[src/rtl/ifu_fetch.sv]
// Instruction fetch unit: owns the PC, issues word reads to ROM and queues returned words for decode.
// Optional same-cycle response bypass when the queue is empty: define IFU_BYPASS_EN.
module ifu_fetch #(
    parameter logic [31:0] RESET_PC = 32'h0000_0000,
    parameter int          DEPTH    = 2
) (
    input  logic        clk,
    input  logic        rst,
    input  logic        jump_en_i,
    input  logic [31:0] jump_addr_i,
    input  logic        hold_i,
    output logic        rom_req_o,
    output logic [31:0] rom_addr_o,
    input  logic        rom_rvalid_i,
    input  logic [31:0] rom_rdata_i,
    output logic [31:0] inst_o,
    output logic [31:0] inst_addr_o,
    output logic        inst_valid_o
);
    localparam int PW = (DEPTH > 1) ? $clog2(DEPTH) : 1;
    localparam int CW = PW + 1;
    localparam logic [CW:0]   DEPTH_W = (CW+1)'(DEPTH);
    localparam logic [CW-1:0] FULL_W  = CW'(DEPTH);
    localparam logic [31:0]   NOP     = 32'h0000_0013;

    logic [31:0]   pc;
    logic [31:0]   resp_pc;
    logic [31:0]   q_inst [DEPTH];
    logic [31:0]   q_addr [DEPTH];
    logic [PW-1:0] rd_ptr;
    logic [PW-1:0] wr_ptr;
    logic [CW-1:0] count;
    logic [CW-1:0] outstanding;
    logic [CW-1:0] drop_cnt;
    logic [CW:0]   credits;
    logic [31:0]   target;
    logic          head_valid;
    logic          accept;
    logic          issue;
    logic          push;
    logic          pop;
    logic          bypass;

    // Outstanding reads reserve queue slots, so a response can always be pushed.
    assign credits    = {1'b0, count} + {1'b0, outstanding};
    assign issue      = !rst && !jump_en_i && (credits < DEPTH_W);
    assign target     = jump_addr_i & ~32'h3;
    assign head_valid = (count != '0);
    assign accept     = rom_rvalid_i && (drop_cnt == '0) && !jump_en_i;
    assign pop        = head_valid && !hold_i && !jump_en_i;

`ifdef IFU_BYPASS_EN
    assign bypass = accept && !head_valid;
    assign push   = accept && !(bypass && !hold_i);
`else
    assign bypass = 1'b0;
    assign push   = accept;
`endif

    assign rom_req_o    = issue;
    assign rom_addr_o   = pc;
    assign inst_valid_o = head_valid || bypass;
    assign inst_o       = head_valid ? q_inst[rd_ptr] : (bypass ? rom_rdata_i : NOP);
    assign inst_addr_o  = head_valid ? q_addr[rd_ptr] : (bypass ? resp_pc : 32'h0);

    always_ff @(posedge clk) begin
        if (rst) begin
            pc          <= RESET_PC;
            resp_pc     <= RESET_PC;
            rd_ptr      <= '0;
            wr_ptr      <= '0;
            count       <= '0;
            outstanding <= '0;
            drop_cnt    <= '0;
        end else if (jump_en_i) begin
            // In-flight reads belong to the old path; a response landing now is dropped too.
            pc          <= target;
            resp_pc     <= target;
            rd_ptr      <= '0;
            wr_ptr      <= '0;
            count       <= '0;
            outstanding <= outstanding - CW'(rom_rvalid_i);
            drop_cnt    <= outstanding - CW'(rom_rvalid_i);
        end else begin
            if (issue) pc <= pc + 32'd4;
            outstanding <= outstanding + CW'(issue) - CW'(rom_rvalid_i);
            if (rom_rvalid_i && (drop_cnt != '0)) drop_cnt <= drop_cnt - 1'b1;
            if (accept) resp_pc <= resp_pc + 32'd4;
            if (push) wr_ptr <= wr_ptr + 1'b1;
            if (pop) rd_ptr <= rd_ptr + 1'b1;
            count <= count + CW'(push) - CW'(pop);
        end
    end

    always_ff @(posedge clk) begin
        if (!rst && push) begin
            q_inst[wr_ptr] <= rom_rdata_i;
            q_addr[wr_ptr] <= resp_pc;
        end
    end

    always_ff @(posedge clk) begin
        if (!rst) assert (!(push && (count == FULL_W)));
    end
endmodule

[config.mk]
export PLATFORM = sky130hd
export DESIGN_NAME = ifu_fetch
export DESIGN_NICKNAME = d
export VERILOG_FILES = /design/src/rtl/ifu_fetch.sv
export SDC_FILE = /design/constraint.sdc
export NUM_CORES = 1
export LEC_CHECK = 0
export ABC_AREA = 1
export CORE_UTILIZATION = 30
export DETAILED_ROUTE_END_ITERATION = 8
export PLACE_DENSITY_LB_ADDON = 0.3
export SYNTH_ARGS = -nofsm -noshare
export SYNTH_HDL_FRONTEND = slang
export SYNTH_SLANG_ARGS = --single-unit
[constraint.sdc]
create_clock -name clk -period 14.9 [get_ports clk]
set_clock_uncertainty 0.2 [all_clocks]
set_input_delay 2.98 -clock clk [delete_from_list [all_inputs] [get_ports clk]]
set_output_delay 2.98 -clock clk [all_outputs]
set_load 0.01 [all_outputs]
==> flow_summary.json <==
{
  "cts_hold_buf": 0,
  "antenna_found_initial": 0,
  "grt_pass1_vias": 7304,
  "gp_congestion": 0.913,
  "hpwl_mm": 17.4,
  "period_minus_slack_ns": 8.36,
  "cts_resized": 0,
  "antenna_cells": 0,
  "fp.dieH_um": 178,
  "min_path_type": "reg2reg",
  "overflow": 0,
  "clock_latency_ns": 0.44,
  "grt_start_max_net_pins": 64,
  "synth_top_cells_by_count": "nand2_1, edfxtp_1, inv_1",
  "cts-root-buf": "clkbuf_16",
  "ys_seq_area_share_pct": 55.2,
  "synth-seq-cells": 193,
  "ys.flop_type": "edfxtp_1",
  "drive_above_1_share_pct": 7.05,
  "synth_top_area_cell": "edfxtp_1",
  "status": "finished, final reports clean",
  "slowest_delay_ns": 0.65,
  "cpMostUsedCell": "clkdlybuf4s50_1",
  "fin_setup_tns_ns": 0,
  "cp-start-kind": "primary input",
  "grt_usage_pct": 16.5,
  "synth_area_leaders": "edfxtp_1, nand2_1, dfxtp_1",
  "path_clk_slew_ns": 0.07,
  "dp_slack_ns": 6.54,
  "ir_worst_vdd_v": 0.0000812,
  "fin_cells": 1652,
  "crit_chain": "clkdlybuf4s50_1 > buf_4 > nor2_4 > nand2_4 > inv_2 > clkdlybuf4s50_1",
  "cts_tree": "yes",
  "io_pins": 167,
  "netlist.area_leader.share_pct": 40.2,
  "slew_headroom_pct": 40.6,
  "num_rows": 63,
  "fp.coreArea_sq_mm": 0.0300,
  "cts_buffer_depth": 2,
  "grt_pass1_wl_mm": 39.9,
  "io_buffer_count": 160,
  "fin_crit_sh_pct": 56.1,
  "cp_data_required_time_ns": 11.72,
  "cts_buffers": 17,
  "async_flop_share_pct": 0,
  "firstDrtPassIters": 5,
  "die_area_sq_mm": 0.0315,
  "syn_area_sq_mm": 0.00925,
  "setup_violations": 0,
  "detail-route-antenna-nets": 0,
  "drc": 0,
  "htree_num_levels": 4,
  "syn_inst": 1102,
  "worstPathMaxFanout": 31,
  "drt_iter0_markers": 645,
  "avgSynthCellArea_sq_um": 8.40,
  "synth.distinct_cells": 41,
  "rsz0062_at_grt": "false",
  "vias": 7743,
  "hold_viol": 0,
  "end_kind": "primary output",
  "fillers": 3035,
  "tightest_slew_ns": 0.891,
  "clkSinkCount": 193,
  "wl_mm": 25.6,
  "wire_per_inst_um": 15.5,
  "post_cts_buffers": 0,
  "worstPathArrival_ns": 5.18,
  "fin_total_pwr_mw": 1.20,
  "slew_viol_final": 0,
  "initial_core_util_pct": 30.9,
  "fin_nets": 1327,
  "fmax_ghz": 0.120,
  "post-synth-top-count-cell": "nand2_1",
  "synthToLayoutAreaGrowth_pct": 27.8,
  "critPathSlowestCell": "clkdlybuf4s50_1",
  "worstSetupPathType": "in2out",
  "fin_ws_ns": 6.54,
  "power_density_mw_per_mm2": 101,
  "viasPerCell": 4.69,
  "fin_hold_ws_ns": 0.309,
  "placed_cells": 1621,
  "die_x_um": 178,
  "synth_edf_count": 124,
  "maxCapViolCount": 0,
  "leakagePower_nw": 4.31,
  "ys_warn_count": 0
}
==> through the flow <==
step                area, sq um  utilization [%]
global route              11800             39.5
CTS                       11800             39.5
detailed placement        11200             37.5
floorplan                  9260                -
global placement          11200             37.5
finish                    11800             39.5
==> report_power, final <==
group / leakage [nW] / switching, mW / internal (mW)
Clock: 0.288 / 0.230 / 0.225
Sequential: 1.70 / 0.0215 / 0.591
Combinational: 2.32 / 0.0735 / 0.0572
==> placed cells by master, fill, tap and decap left out, types with 3 or more instances in the layout <==
master,n
nand3b_1,3
clkinv_8,5
clkbuf_16,17
a31oi_1,14
buf_4,7
nor2_1,77
nor2_4,10
nor3_1,4
o21ai_0,39
o21ai_1,5
nand3_1,48
xor2_1,9
dfxtp_1,68
nor2_2,12
a21oi_1,106
edfxtp_1,124
nand2_1,372
inv_1,108
nand4_1,7
inv_8,3
nand2_2,9
nand2_4,3
o22ai_1,4
xnor2_1,3
clkdlybuf4s50_1,159
conb_1,4
clkinv_4,4
inv_2,7
ha_1,7
==> critical path: cells and delay by family <==
kind,cells,cell delay (ns)
buf+inv,4,1.70
simple gates,2,0.48
==> kinds of logic after synthesis <==
kind of cell | count (synthesis) | share of synthesized area (%)
fa+ha+maj | 8 | 1.16
simple gates | 551 | 25.2
compound gates | 180 | 10.4
buf+inv | 156 | 6.68
xor+xnor | 13 | 1.31
flops | 193 | 55.2
other cells | 1 | 0.0405
==> layer usage <==
layer	part of all wire (%)	vias to the layer above	GRT usage, %
met5	0	-	0
met4	1.1	0	3.77
met3	6.3	22	3.83
met2	44	229	25.8
met1	49	3599	23.1
li1	-	3893	-
==> cell type report <==
type | instances | area [sq um] | area share, %
clock buffers | 17 | 425 | 3.60
clock inverters | 14 | 168 | 1.42
inverters | 115 | 432 | 3.65
multi-input cells | 756 | 3560 | 30.1
flip-flops and latches | 193 | 5110 | 43.2
well taps | 390 | 488 | 4.13
repair buffers | 167 | 1650 | 13.9
==> path summary, 6_finish.rpt <==
| check | slack (ns) | to | depth (start not counted) | from |
|---|---|---|---|---|
| setup / recovery | 6.54 | rom_req_o | 6 | jump_en_i |
| hold / removal | 0.31 | drop_cnt[1] | 2 | drop_cnt[1] |
| setup reg to reg | 12.35 | rom_addr_o[19] | 11 | count[0] |
| hold reg to reg | 0.31 | drop_cnt[1] | 2 | drop_cnt[1] |
==> sequential cells by signal, summed over array words and instances (netlist names), named ones only <==
| register | flops |
|---|---|
| rd_ptr | 1 |
| q_inst | 64 |
| outstanding | 2 |
| drop_cnt | 2 |
| count | 2 |
| q_addr | 60 |
| rom_addr_o | 30 |
| wr_ptr | 1 |
| resp_pc | 30 |
(Power assumes the default switching activity.)
